===== config.mk =====
export PLATFORM = sky130hd
export DESIGN_NAME = nts_tx_arbiter
export DESIGN_NICKNAME = d
export VERILOG_FILES = /design/src/rtl/nts_pkg.sv /design/src/rtl/nts_rr_picker.sv /design/src/rtl/nts_tx_arbiter.sv
export SDC_FILE = /design/constraint.sdc
export NUM_CORES = 1
export LEC_CHECK = 0
export CAP_MARGIN = 20
export CORE_AREA = 5 5 152 154
export DETAILED_ROUTE_END_ITERATION = 7
export DIE_AREA = 0 0 157 159
export GPL_ROUTABILITY_DRIVEN = 0
export PLACE_DENSITY_LB_ADDON = 0.1
export SLEW_MARGIN = 20
export SYNTH_ARGS = -nofsm -noshare
export SYNTH_HDL_FRONTEND = slang
export SYNTH_SLANG_ARGS = --single-unit
export TNS_END_PERCENT = 30

===== constraint.sdc =====
create_clock -name i_clk -period 3.2 [get_ports i_clk]
set_input_delay 0.64 -clock i_clk [delete_from_list [all_inputs] [get_ports i_clk]]
set_output_delay 0.64 -clock i_clk [all_outputs]
set_load 0.02 [all_outputs]

===== src/rtl/nts_pkg.sv =====
// rtl/nts_pkg.sv - shared constants and TX arbiter state encoding
package nts_pkg;

  localparam int LAST_DATA_VALID_WIDTH = 4;

  typedef enum logic [1:0] {
    IDLE    = 2'd0,
    GRANT   = 2'd1,
    RELEASE = 2'd2
  } arb_state_e;

endpackage


===== src/rtl/nts_rr_picker.sv =====
// rtl/nts_rr_picker.sv - rotating-priority pick over a request vector
// Search begins one above i_ptr and wraps, so the last winner has lowest priority.
module nts_rr_picker #(
  parameter int N     = 4,
  parameter int IDX_W = (N > 1) ? $clog2(N) : 1
) (
  input  logic [N-1:0]     i_req,
  input  logic [IDX_W-1:0] i_ptr,
  output logic             o_found,
  output logic [IDX_W-1:0] o_index
);

  always_comb begin
    int cand;
    cand    = 0;
    o_found = 1'b0;
    o_index = '0;
    for (int i = 1; i <= N; i++) begin
      cand = int'(i_ptr) + i;
      if (cand >= N) cand = cand - N;
      if (!o_found && i_req[cand[IDX_W-1:0]]) begin
        o_found = 1'b1;
        o_index = cand[IDX_W-1:0];
      end
    end
  end

endmodule


===== src/rtl/nts_tx_arbiter.sv =====
// rtl/nts_tx_arbiter.sv - round-robin merge of engine TX packet interfaces onto one extractor port
// One packet per grant; a RELEASE bubble lets the engine drop packet_available before re-arbitration.
module nts_tx_arbiter
  import nts_pkg::*;
#(
  parameter int ENGINES        = 4,
  parameter int MAC_DATA_WIDTH = 64,
  parameter int IDX_WIDTH      = (ENGINES > 1) ? $clog2(ENGINES) : 1
) (
  input  logic                                       i_clk,
  input  logic                                       i_areset_n,
  input  logic [ENGINES-1:0]                         i_engine_packet_available,
  output logic [ENGINES-1:0]                         o_engine_packet_read,
  input  logic [ENGINES-1:0]                         i_engine_fifo_empty,
  output logic [ENGINES-1:0]                         o_engine_fifo_rd_start,
  input  logic [ENGINES-1:0]                         i_engine_fifo_rd_valid,
  input  logic [MAC_DATA_WIDTH*ENGINES-1:0]          i_engine_fifo_rd_data,
  input  logic [LAST_DATA_VALID_WIDTH*ENGINES-1:0]   i_engine_bytes_last_word,
  output logic                                       o_packet_available,
  input  logic                                       i_packet_read,
  output logic                                       o_fifo_empty,
  input  logic                                       i_fifo_rd_start,
  output logic                                       o_fifo_rd_valid,
  output logic [MAC_DATA_WIDTH-1:0]                  o_fifo_rd_data,
  output logic [LAST_DATA_VALID_WIDTH-1:0]           o_bytes_last_word,
  output logic                                       o_grant_valid,
  output logic [IDX_WIDTH-1:0]                       o_grant_index,
  output logic [31:0]                                o_packets_forwarded
);

  localparam int BLW = LAST_DATA_VALID_WIDTH;

  arb_state_e           state_q, state_d;
  logic [IDX_WIDTH-1:0] ptr_q, ptr_d;
  logic [IDX_WIDTH-1:0] grant_idx_q, grant_idx_d;
  logic [31:0]          pkt_cnt_q, pkt_cnt_d;

  logic                 pick_found;
  logic [IDX_WIDTH-1:0] pick_index;
  logic                 grant_active;

  logic                      sel_avail;
  logic                      sel_empty;
  logic                      sel_valid;
  logic [MAC_DATA_WIDTH-1:0] sel_data;
  logic [BLW-1:0]            sel_blw;

  nts_rr_picker #(
    .N     (ENGINES),
    .IDX_W (IDX_WIDTH)
  ) u_picker (
    .i_req   (i_engine_packet_available),
    .i_ptr   (ptr_q),
    .o_found (pick_found),
    .o_index (pick_index)
  );

  // Gating with reset makes an asserted reset drop the grant in the same cycle.
  assign grant_active = (state_q == GRANT) && i_areset_n;

  always_comb begin
    sel_avail              = 1'b0;
    sel_empty              = 1'b1;
    sel_valid              = 1'b0;
    sel_data               = '0;
    sel_blw                = '0;
    o_engine_packet_read   = '0;
    o_engine_fifo_rd_start = '0;
    for (int e = 0; e < ENGINES; e++) begin
      if (grant_idx_q == IDX_WIDTH'(e)) begin
        sel_avail = i_engine_packet_available[e];
        sel_empty = i_engine_fifo_empty[e];
        sel_valid = i_engine_fifo_rd_valid[e];
        sel_data  = i_engine_fifo_rd_data[e*MAC_DATA_WIDTH +: MAC_DATA_WIDTH];
        sel_blw   = i_engine_bytes_last_word[e*BLW +: BLW];
        o_engine_packet_read[e]   = grant_active & i_packet_read;
        o_engine_fifo_rd_start[e] = grant_active & i_fifo_rd_start;
      end
    end
  end

  always_comb begin
    o_packet_available = 1'b0;
    o_fifo_empty       = 1'b1;
    o_fifo_rd_valid    = 1'b0;
    o_fifo_rd_data     = '0;
    o_bytes_last_word  = '0;
    if (grant_active) begin
      o_packet_available = sel_avail;
      o_fifo_empty       = sel_empty;
      o_fifo_rd_valid    = sel_valid;
      o_fifo_rd_data     = sel_data;
      o_bytes_last_word  = sel_blw;
    end
  end

  always_comb begin
    state_d     = state_q;
    ptr_d       = ptr_q;
    grant_idx_d = grant_idx_q;
    pkt_cnt_d   = pkt_cnt_q;
    case (state_q)
      IDLE: begin
        if (pick_found) begin
          grant_idx_d = pick_index;
          ptr_d       = pick_index;
          state_d     = GRANT;
        end
      end
      GRANT: begin
        // A read coinciding with the available drop still counts as completed.
        if (i_packet_read) begin
          pkt_cnt_d = pkt_cnt_q + 32'd1;
          state_d   = RELEASE;
        end else if (!sel_avail) begin
          state_d = RELEASE;
        end
      end
      RELEASE: state_d = IDLE;
      default: state_d = IDLE;
    endcase
  end

  always_ff @(posedge i_clk) begin
    if (!i_areset_n) begin
      state_q     <= IDLE;
      ptr_q       <= IDX_WIDTH'(ENGINES - 1);
      grant_idx_q <= '0;
      pkt_cnt_q   <= '0;
    end else begin
      state_q     <= state_d;
      ptr_q       <= ptr_d;
      grant_idx_q <= grant_idx_d;
      pkt_cnt_q   <= pkt_cnt_d;
    end
  end

  assign o_grant_valid       = grant_active;
  assign o_grant_index       = grant_idx_q;
  assign o_packets_forwarded = pkt_cnt_q;

endmodule


Yosys cells after proc, flatten, opt, wreduce, memory -nomap -nowiden:

Cells that the tools add are included.
Widths: inputs -> output; s select.

* add/subtract/negate cells: 9
* magnitude comparators: 8
* equal/unequal tests: 6
* multiplexer cells: 57
* bitwise operators: 2
* reduce and logical (&&, ||, !) cells: 12

Operator list (count)
* $mux 64: 5
* $add 32x1->32 const B: 1
* $mux 1: 31
* $mux 2: 11
* $mux 4: 5
* $lt 2x3->1 const B: 4
* $ge 3x3->1 const B: 3
* $bmux 1 s2: 4
* $sub 2x1->2 const B: 4
* $add 2x2->3 const B: 2
* $reduce_and 2->1: 3
* $add 2x3->4 const B: 1
* $eq 2x1->1 const B: 2
* $eq 2x2->1 const B: 2
* $ge 4x3->1 const B: 1
* $logic_and 1x1->1: 4
* $logic_not 2->1: 2
* $pmux 2 s2: 1
* $add 2x1->3 const B: 1
* $logic_not 1->1: 3
* $ne 3x3->1 const B: 1
* $and 1x1->1: 2
* $ne 2x2->1 const B: 1

* register bits after elaboration: 38
* word-level logic and storage cells: 98

Longest topological paths before layout:

* depth in word-level cells: 17
* gate-level depth with buffers: 7
* mapped depth without buffers: 5

Modules after synthesis:

A second synthesis with hierarchy kept.

* cell total of the unflattened synthesis: 407
* area total of the unflattened synthesis: 4093.9 um2

Modules (own cells, without submodules)
* nts_tx_arbiter: times used 1, cells each 393, area each 4002.6 um2
* nts_rr_picker: times used 1, cells each 14, area each 91.3 um2

Least setup slack after synthesis:

OpenSTA, ideal clock, no wires.

* kind: register -> output
* from: register grant_idx_q[0], in the netlist o_grant_index[0]
* to: output port o_fifo_rd_data[29]
* data arrival time: 2.156 ns
* data required time: 2.560 ns
* path slack: 0.404 ns
* cell stages (with the launch flop): 6
* path through: dfxtp_1 > clkbuf_1 > clkbuf_1 > buf_2 > mux4_2 > and2_1

* cells in the longest elaborated chain, start to end: 6

RTL lines
* start, declared: line nts_tx_arbiter.sv:35 `logic [IDX_WIDTH-1:0] grant_idx_q, grant_idx_d;`
* start signal, assigned: line nts_tx_arbiter.sv:133 `grant_idx_q <= grant_idx_d;`
* $logic_not 2->1: line nts_tx_arbiter.sv:70 `if (grant_idx_q == IDX_WIDTH'(e)) begin`
* $mux 64 (3 in a row): line nts_tx_arbiter.sv:70
* $mux 64 *: line nts_tx_arbiter.sv:70
* $mux 64 *: line nts_tx_arbiter.sv:88 `if (grant_active) begin`
* end, declared: line nts_tx_arbiter.sv:24 `output logic [MAC_DATA_WIDTH-1:0] o_fifo_rd_data,`

Every way passes the cells marked *; elsewhere a longest branch is shown, timed or not.

Worst setup path after layout:

* from: register grant_idx_q[0], in the netlist o_grant_index[0]
* to: output port o_fifo_rd_data[44]

The elaborated chain is that of the path after synthesis.

==> impl_metrics.json <==
{
  "seqPwrFrac_pct": 23.0,
  "synth_top_family_by_area": "multiplexers",
  "ys_ff_latch": 38,
  "grt_pass1_vias": 5443,
  "cp_data_required_time_ns": 2.56,
  "synthTopCellsByArea": "mux4_2 39%, dfxtp_1 19%, and2_1 11%",
  "p_leak_nw": 3.91,
  "clockBufferDepth": 2,
  "critPathSlowestCell": "clkdlybuf4s50_1",
  "powerDensity_nw_per_um2": 273,
  "p_int_mw": 1.67,
  "yosys.area_share.simple_pct": 26.9,
  "place_hpwl_um": 22000,
  "worstMarginPinSlew_ns": 0.534,
  "grtUsageMet3_pct": 6.93,
  "drt_pre_antenna_iters": 4,
  "die_x_um": 157,
  "clock.fmax_mhz": 327,
  "clkPwrFrac_pct": 22.0,
  "antenna_left": 0,
  "hold_ws_ns": 0.485,
  "critPathLaunchType": "flip-flop",
  "critical_path.max_fanout": 18,
  "cp_cell_sequence": "buf_4 > mux4_2 > and2_1 > clkdlybuf4s50_1",
  "ys_seq_area_share_pct": 18.6,
  "peakVddDrop_mv": 0.162,
  "top_usage_layer": "met2",
  "synth_top_cell_by_area": "mux4_2",
  "drtIter0Drc": 188,
  "wl_um": 24900,
  "power.switching_mw": 0.741,
  "cts_tree": "yes",
  "place_inst": 1065,
  "grt_overflow_total": 0,
  "die-area_um2": 25000,
  "status": "complete, no violations",
  "switching_share_pct": 30.7,
  "hold_viol_final": 0,
  "grt_pass1_wl_um": 35300,
  "synth_xor_area_share_pct": 2.14,
  "final_cells": 1082,
  "die_y_um": 159,
  "vias": 5063,
  "synth.avg_cell_area_um2": 10.1,
  "slew_headroom_pct": 64.4,
  "synth_edf_count": 0,
  "gr-usage-met1_pct": 19.9,
  "grt_use_met2_pct": 33.8,
  "fin_crit_ns": 3.06,
  "slew_violations": 0,
  "synth-compound-area-share_pct": 7.17,
  "setup_viol": 0,
  "timing.setup.tns_ns": 0,
  "layout-drive-gt1-share_pct": 14.6,
  "synth_mux_area_share_pct": 39.9,
  "fin_crit_sh_pct": 95.5,
  "fin_nets": 1081,
  "hold_path.class": "flip-flop to flip-flop",
  "route.detailed.drc": 0,
  "grtUsageTotal_pct": 18.7,
  "syn2layout_area_growth_pct": 117,
  "clockRootBuffer": "clkbuf_16",
  "ys_top_cells_by_count": "71 x and2_1, 71 x mux4_2, 38 x dfxtp_1",
  "cap_viol_max_count": 0,
  "antenna_found_initial": 9,
  "cts_num_sinks": 38,
  "skew_ns": 0.00484,
  "synth_top_cell_area_share_pct": 39.2,
  "core_um2": 21600,
  "cts_hold_buffers": 0,
  "num_io_pins": 402,
  "max_stage_delay_ns": 0.60,
  "vias_per_cell": 4.68,
  "ys_warn_count": 0,
  "wl_per_cell_um": 23.0,
  "clkTransAtPathRegs_ns": 0.06,
  "synth_fa_ha_area_share_pct": 0.306,
  "critPathKind": "flip-flop to primary output",
  "synth_fp_nets": 692,
  "cts_buffers": 5,
  "netlist_instances": 403,
  "yosysUniqueCellTypes": 43,
  "grt_max_degree": 35,
  "arrival_ns": 2.42,
  "io_buffers": 401,
  "grt_setup_unrepaired": "false",
  "core.rowCount": 54,
  "netlist_area_um2": 4080,
  "power.total_mw": 2.41,
  "async_reset_ff_share_pct": 0,
  "clock_latency_ns": 0.28,
  "synth_ff_type": "dfxtp_1",
  "end_kind": "primary output",
  "combPwrFrac_pct": 55.0,
  "h-tree-depth": 2,
  "initial_core_util_pct": 18.9
}
-- critical path: cells and delay by family (launching register included) --
kind                   cells  cell delay (ns)
buffers and inverters      2             0.87
multiplexers               1             0.50
AND/OR/NAND/NOR            1             0.17
flip-flops                 1             0.58
-- sequential cells by signal, summed over array words and instances (netlist names) --
signal               flops
o_grant_index            2
state_q                  2
o_packets_forwarded     32
ptr_q                    2
-- layer usage --
metal | share of wire, % | wire (um) | vias up
met4 | 2.9 | 733 | 2
li1 | - | - | 2350
met3 | 11 | 2670 | 41
met2 | 53 | 13100 | 267
met1 | 34 | 8380 | 2403
met5 | 0.028 | 7 | -
-- power by group through the flow --
stage	logic (mW)	registers, mW	clock network, mW
floorplan	0.671	0.517	0
global placement	1.35	0.566	0
detailed placement	1.35	0.567	0
CTS	1.35	0.557	0.547
global route	1.41	0.562	0.566
finish	1.33	0.554	0.531
-- layout make-up --
class | instances | area [um^2]
fillers | 2119 | 12700
clock inverters | 2 | 10.0
multi-input cells | 319 | 3120
repair buffers | 421 | 4400
well taps | 280 | 350
flip-flops and latches | 38 | 768
inverters | 7 | 26.3
diodes | 9 | 22.5
clock buffers | 6 | 150
-- timing repair --
item,in CTS,in global routing
setup buffers,0,0
endpoints found under the setup margin,5,57
resized for setup,5,59
-- worst paths after layout --
| kind | slack (ns) | start | cells after the start | endpoint |
|---|---|---|---|---|
| setup / recovery | 0.14 | o_grant_index[0] | 4 | o_fifo_rd_data[44] |
| hold / removal | 0.48 | o_packets_forwarded[31] | 2 | o_packets_forwarded[31] |
| setup reg to reg | 0.85 | o_packets_forwarded[2] | 4 | o_packets_forwarded[28] |
| hold reg to reg | 0.48 | o_packets_forwarded[31] | 2 | o_packets_forwarded[31] |
-- through the flow --
stage / area, um^2 / worst slack, ns / util, %
after floorplan: 4080 / 0.404 / -
after global routing: 8850 / 0.0248 / 41.1
after CTS: 8680 / 0.000351 / 40.3
final: 8850 / 0.143 / 41.1
after global placement: 8520 / -0.0155 / 39.5
after detailed placement: 8520 / 0.0000158 / 39.5
-- logic make-up after synthesis --
kind of cell / after synthesis
compound gates: 49
xor+xnor: 10
fa+ha+maj: 1
buf+inv: 46
flops: 38
mux: 74
simple gates: 185
-- cell usage in the layout, fill, tap and decap left out, drive strengths merged, types with 6 or more instances in the layout --
cell / count
nand4: 8
xnor2: 8
inv: 7
or4: 16
nand2: 18
buf: 29
mux4: 71
a21oi: 22
nor2: 19
nor3: 7
o31ai: 14
dlymetal6s2s: 57
dfxtp: 38
diode: 9
nand2b: 8
clkbuf: 6
nand3: 11
o21ai: 9
nor4: 7
clkdlybuf4s50: 330
and2: 72
Power figures use the tool's default switching activity.
